### src/rtl/stream_residual_packer.sv
// Block packer: collects NUM_PIX pixels, then emits either a min/bits-required header
// with per-pixel residuals in one line (flag 01) or the raw block across two lines (flag 00).
module stream_residual_packer #(
    parameter int NUM_PIX = 32,
    parameter int NUM_CH  = 4,
    parameter int CH_W    = 8,
    parameter int LINE_W  = 512,
    parameter int BR_W    = 3,
    parameter int HDR_W   = 48
) (
    input  logic                     clk,
    input  logic                     rst,
    input  logic                     in_valid,
    output logic                     in_ready,
    input  logic [NUM_CH*CH_W-1:0]   in_pixel,
    input  logic                     force_raw,
    output logic                     out_valid,
    input  logic                     out_ready,
    output logic [2*LINE_W-1:0]      lines,
    output logic [1:0]               flag
);

    localparam int PIX_W  = NUM_CH * CH_W;
    localparam int CNT_W  = (NUM_PIX > 1) ? $clog2(NUM_PIX) : 1;
    localparam int BR_MAX = (1 << BR_W) - 1;
    localparam int BRF_W  = $clog2(CH_W + 1);
    localparam int PK_W   = NUM_CH * BR_MAX;
    localparam int POS_W  = $clog2(LINE_W + 1);

    localparam logic [CNT_W-1:0] LAST_PIX = CNT_W'(NUM_PIX - 1);

    localparam logic [1:0] COLLECT = 2'd0;
    localparam logic [1:0] EVAL    = 2'd1;
    localparam logic [1:0] PACK    = 2'd2;
    localparam logic [1:0] OUT     = 2'd3;

    if (NUM_PIX * NUM_CH * CH_W != 2 * LINE_W) begin : g_bad_block_size
        $error("stream_residual_packer: NUM_PIX*NUM_CH*CH_W must equal 2*LINE_W");
    end
    if (HDR_W < NUM_CH * (CH_W + BR_W)) begin : g_bad_hdr_size
        $error("stream_residual_packer: HDR_W too small for min and bits-required fields");
    end

    logic [1:0]          state;
    logic [CNT_W-1:0]    cnt;
    logic [PIX_W-1:0]    buffer [NUM_PIX];
    logic [CH_W-1:0]     min_q  [NUM_CH];
    logic [CH_W-1:0]     max_q  [NUM_CH];
    logic [BR_W-1:0]     br_q   [NUM_CH];
    logic                raw_q;
    logic [POS_W-1:0]    sum_q;
    logic [POS_W-1:0]    shamt_q;
    logic [2*LINE_W-1:0] lines_q;
    logic [1:0]          flag_q;
    logic                valid_q;

    logic [CH_W-1:0]     rng_c  [NUM_CH];
    logic [BRF_W-1:0]    br_c   [NUM_CH];
    logic [CH_W-1:0]     res_c  [NUM_CH];
    logic [31:0]         sum_c;
    logic                over_c;
    logic                go_raw;
    logic [HDR_W-1:0]    hdr;
    logic [2*LINE_W-1:0] raw_line;
    logic [PIX_W-1:0]    cur_pix;
    logic [PK_W-1:0]     packed_bits;
    logic [LINE_W-1:0]   ext;
    logic                accept;

    assign in_ready  = rst & (state == COLLECT);
    assign accept    = in_valid & in_ready;
    assign out_valid = valid_q;
    assign lines     = lines_q;
    assign flag      = flag_q;

    // Range, bits-required and header from the running min/max of the finished block.
    always_comb begin
        over_c = 1'b0;
        sum_c  = '0;
        hdr    = '0;
        for (int unsigned c = 0; c < NUM_CH; c++) begin
            rng_c[c] = max_q[c] - min_q[c];
            br_c[c]  = '0;
            for (int unsigned b = 0; b < CH_W; b++) begin
                if (rng_c[c][b]) begin
                    br_c[c] = BRF_W'(b + 1);
                end
            end
            if (32'(br_c[c]) > 32'(BR_MAX)) begin
                over_c = 1'b1;
            end
            sum_c = sum_c + 32'(br_c[c]);
            hdr[HDR_W-1-c*CH_W -: CH_W] = min_q[c];
            hdr[HDR_W-1-NUM_CH*CH_W-c*BR_W -: BR_W] = BR_W'(br_c[c]);
        end
        go_raw = raw_q | over_c | ((32'(HDR_W) + 32'(NUM_PIX) * sum_c) > 32'(LINE_W));
    end

    always_comb begin
        raw_line = '0;
        for (int unsigned i = 0; i < NUM_PIX; i++) begin
            raw_line[2*LINE_W-1-i*PIX_W -: PIX_W] = buffer[i];
        end
    end

    // Residuals of one pixel concatenated MSB-first; zero-width channels shift by 0.
    always_comb begin
        cur_pix     = buffer[cnt];
        packed_bits = '0;
        for (int unsigned c = 0; c < NUM_CH; c++) begin
            res_c[c]    = cur_pix[PIX_W-1-c*CH_W -: CH_W] - min_q[c];
            packed_bits = (packed_bits << br_q[c]) | PK_W'(res_c[c]);
        end
        ext = LINE_W'(packed_bits);
    end

    always_ff @(posedge clk) begin
        if (accept) begin
            buffer[cnt] <= in_pixel;
        end
    end

    always_ff @(posedge clk or negedge rst) begin
        if (!rst) begin
            state   <= COLLECT;
            cnt     <= '0;
            raw_q   <= 1'b0;
            sum_q   <= '0;
            shamt_q <= '0;
            lines_q <= '0;
            flag_q  <= 2'b00;
            valid_q <= 1'b0;
            for (int unsigned c = 0; c < NUM_CH; c++) begin
                min_q[c] <= '1;
                max_q[c] <= '0;
                br_q[c]  <= '0;
            end
        end else begin
            case (state)
                COLLECT: begin
                    if (accept) begin
                        if (cnt == '0) begin
                            raw_q <= force_raw;
                        end
                        for (int unsigned c = 0; c < NUM_CH; c++) begin
                            if (in_pixel[PIX_W-1-c*CH_W -: CH_W] < min_q[c]) begin
                                min_q[c] <= in_pixel[PIX_W-1-c*CH_W -: CH_W];
                            end
                            if (in_pixel[PIX_W-1-c*CH_W -: CH_W] > max_q[c]) begin
                                max_q[c] <= in_pixel[PIX_W-1-c*CH_W -: CH_W];
                            end
                        end
                        if (cnt == LAST_PIX) begin
                            cnt   <= '0;
                            state <= EVAL;
                        end else begin
                            cnt <= cnt + 1'b1;
                        end
                    end
                end
                EVAL: begin
                    for (int unsigned c = 0; c < NUM_CH; c++) begin
                        br_q[c] <= BR_W'(br_c[c]);
                    end
                    sum_q   <= POS_W'(sum_c);
                    shamt_q <= POS_W'(LINE_W - HDR_W) - POS_W'(sum_c);
                    if (go_raw) begin
                        lines_q <= raw_line;
                        flag_q  <= 2'b00;
                        valid_q <= 1'b1;
                        state   <= OUT;
                    end else begin
                        lines_q <= {hdr, {(2*LINE_W-HDR_W){1'b0}}};
                        state   <= PACK;
                    end
                end
                PACK: begin
                    // shamt_q is the LSB offset of this pixel's field inside line 0.
                    lines_q <= lines_q | {ext << shamt_q, {LINE_W{1'b0}}};
                    shamt_q <= shamt_q - sum_q;
                    if (cnt == LAST_PIX) begin
                        cnt     <= '0;
                        flag_q  <= 2'b01;
                        valid_q <= 1'b1;
                        state   <= OUT;
                    end else begin
                        cnt <= cnt + 1'b1;
                    end
                end
                OUT: begin
                    if (out_ready) begin
                        valid_q <= 1'b0;
                        cnt     <= '0;
                        state   <= COLLECT;
                        for (int unsigned c = 0; c < NUM_CH; c++) begin
                            min_q[c] <= '1;
                            max_q[c] <= '0;
                        end
                    end
                end
                default: state <= COLLECT;
            endcase
        end
    end

endmodule

### config.mk
export PLATFORM = sky130hd
export DESIGN_NAME = stream_residual_packer
export DESIGN_NICKNAME = d
export VERILOG_FILES = /design/src/rtl/stream_residual_packer.sv
export SDC_FILE = /design/constraint.sdc
export NUM_CORES = 2
export LEC_CHECK = 0
export BUFFER_PORTS_ARGS = -buffer_cell sky130_fd_sc_hd__buf_2
export CAP_MARGIN = 5
export CELL_PAD_IN_SITES_DETAIL_PLACEMENT = 0
export CELL_PAD_IN_SITES_GLOBAL_PLACEMENT = 1
export CORE_ASPECT_RATIO = 1.1
export CORE_UTILIZATION = 44
export DETAILED_ROUTE_END_ITERATION = 12
export PLACE_DENSITY = 0.78
export SETUP_SLACK_MARGIN = 0.4
export SLEW_MARGIN = 20
export SYNTH_ARGS = -nofsm -noshare
export SYNTH_HDL_FRONTEND = slang
export SYNTH_SLANG_ARGS = --single-unit
### constraint.sdc
create_clock -name clk -period 24.9 [get_ports clk]
set_input_delay 3.735 -clock clk [delete_from_list [all_inputs] [get_ports clk]]
set_output_delay 3.735 -clock clk [all_outputs]
set_load 0.1 [all_outputs]
==> run metrics <==
hold path depth 1; number of global-route vias before repair 78699; synthesized area per cell 12.4 um^2; final max-slew violation count 0; Crit-path slowest cell a221oi_1; number of I/O pins 1065; #FFs+latches synth 2147; top-area cell type share of the netlist area 0.317; Synth Flop Type dfrtp_1; clock latency at the later pin of the worst-skew pair 0.93 ns; GRT Total Usage 0.483; clk sinks 2147; CTS Buf Count 213; post-route ant nets 0; H-tree depth 4; clk_skew 0.0817 ns; Max-Cap Viols 0; Starting Density 0.443; Post-CTS Resized 0; dpl ws 13.68 ns; Data arrival, critical path 12.34 ns; register area 58900 um^2; unrepaired setup endpoints after global routing false; vias per cell 7.01; top post-synthesis cells by area edfxtp_1 32%, dfrtp_1 28%, mux4_2 5.5%; Initial DRC Count 13534; Hold Vio Cnt, Final 0; first-pass GRT wire length 721000 um; crit path kind reg -> reg; crit path launch type flip-flop; via count 83769; final wirelength 550000 um; HPWL after DPL 402000 um; CTS tree yes; status finished clean; # fillers 18972; area of the multi-input gates 35500 um^2; Netlist cell types 101; drt drc 0; Post-synth top cells 1091 x dfrtp_1, 1024 x edfxtp_1, 679 x a21oi_1; fraction of layout cells with a size suffix above 1 0.238; Die X 450 um; Final #Nets 8997; placed cell area 107000 um^2; Fmax 86.1 MHz; post-CTS setup buffer count 0; Critical Path RT 25.63 ns; core area 219000 um^2; setup TNS 0 ns; Cells after Synth 7813; number of synthesized flops with an enable pin 1024; hold-fix buffers at CTS 0; CTS Buffer Depth 3; drt wl/cell 46.0 um; Slew @ Worst Pin 1.43 ns; fin crit share 0.466; R2R depth 22; GPL Wtd Cong 1.09; port buffer count 1063; Root Buffer clkbuf_16; Final Instance Area 114000 um^2; most frequent cell after synthesis dfrtp_1; Initial DRT Pass Iterations 7; top fanout value on the critical path 35; fin worst setup slack 13.29 ns; CP Depth 22; CP max stage delay 1.16 ns; mapped cell area 97000 um^2; die area 222000 um^2; relative slew slack 0.0466; Buf/Inv on CP 2; register area share after synthesis 0.607; Worst-path clk slew 0.07 ns; area delta synth->final 17.7%; antenna violations before repair 84; post-synthesis async set-or-reset flop share 0.523; crit end category flip-flop; GR Overflow Total 0; YS warnings 0; Layout Utilization 0.521; Cell Rows 180; Post-Syn Nets 8007; min Tclk post-route 11.61 ns; Final setup viols 0; hold crit path type reg -> reg; crit path cell chain buf_4 -> buf_4 -> mux4_2 -> a22oi_1 -> nand4_1 -> ha_1 -> and2_1 -> a221o_1 -> o211ai_1 -> and2_1 -> nand2_1 -> mux2i_1 -> o21ai_1 -> a221oi_1 -> nor2_1 -> a221o_1 -> or2_1 -> a221oi_2 -> mux4_2 -> mux2i_1 -> a221oi_1 -> a211oi_1; largest net degree at the start of global routing 172; most area-hungry cell type in the Yosys netlist edfxtp_1; critical path's top delay family compound AO/OA/AOI/OAI gates; Die Y-Extent 494 um
[cells in the final DEF (no fill, tap or decap), types with 32 or more instances in the layout]
master and count:
o22ai_1 68, nor3_1 174, edfxtp_1 1024, buf_4 263, nor2b_1 40, nand3_1 87, dfstp_2 32, o31ai_1 57
a31oi_1 93, a22o_1 539, and3_1 117, a21oi_1 667, o221ai_1 47, a221o_1 47, clkinv_2 36, nor2_4 36
o31a_1 53, mux2i_1 69, clkbuf_16 214, nand4_1 34, nand2b_1 68, a311oi_1 36, a22oi_1 114, a221oi_1 36
ha_1 137, nand2_1 435, mux4_2 237, o211ai_1 46, a211oi_1 118, diode_2 36, inv_1 251, clkbuf_1 47
a21o_1 44, nor2_1 542, o21ai_0 315, buf_2 1061, dfrtp_1 1083
[worst paths after layout]
kind                                               from  slack [ns]                     end
worst max-delay path                 cnt[0]$_DFFE_PN0P_       13.29  lines[833]$_DFFE_PN0P_
worst min-delay path            buffer[30][6]$_DFFE_PP_        0.48   lines[38]$_DFFE_PN0P_
worst max register to register       cnt[0]$_DFFE_PN0P_       13.29  lines[833]$_DFFE_PN0P_
worst min register to register  buffer[30][6]$_DFFE_PP_        0.48   lines[38]$_DFFE_PN0P_
max in group asynchronous                           rst       18.79  lines[360]$_DFFE_PN0P_
min in group asynchronous                           rst        2.66  lines[637]$_DFFE_PN0P_
[stage by stage]
stage / instances / hold WS, ns
after floorplan: 7813 / 0.462
after global placement: 11491 / 0.467
after detailed placement: 11497 / 0.469
after CTS: 11904 / 0.476
after global routing: 11910 / 0.483
final: 11943 / 0.480
[metal layers]
layer,up-vias,share of wire,track usage
met3,1666,0.15,0.213
met2,7271,0.41,0.669
li1,32055,-,-
met1,42735,0.34,0.570
met4,42,0.11,0.420
met5,-,0.00048,0
[cell type report]
type | instances | share of cell area
flip-flops and latches | 2147 | 0.516
multi-input cells | 4838 | 0.311
inverters | 260 | 0.00868
clock inverters | 115 | 0.0121
diodes | 36 | 0.000789
well taps | 2912 | 0.0319
clock buffers | 292 | 0.0522
repair buffers | 1343 | 0.0668
[logic make-up (layout without fill, tap and decap cells)]
family                     Yosys count  after routing  synth area share
xor gates and xnor gates            53             53           0.00479
other                                1             37         0.0000387
AOI/OAI and AO/OA                 2595           2595             0.188
muxes                              332            332            0.0653
and+or+nand+nor                   1700           1700            0.0804
adders and majority gates          157            157            0.0216
buffers and inverters              828           2010            0.0325
DFF                               2147           2147             0.607
[flip-flops by register name, indices dropped and copies added (netlist names)]
name / count
raw_q: 1
state: 2
cnt: 5
out_valid: 1
lines: 1024
sum_q: 6
flag: 1
br_q: 9
shamt_q: 10
max_q: 32
hdr: 32
buffer: 1024
Power is not shown: default switching activity piles up to over one toggle a cycle in this logic, so the estimate is an artifact.
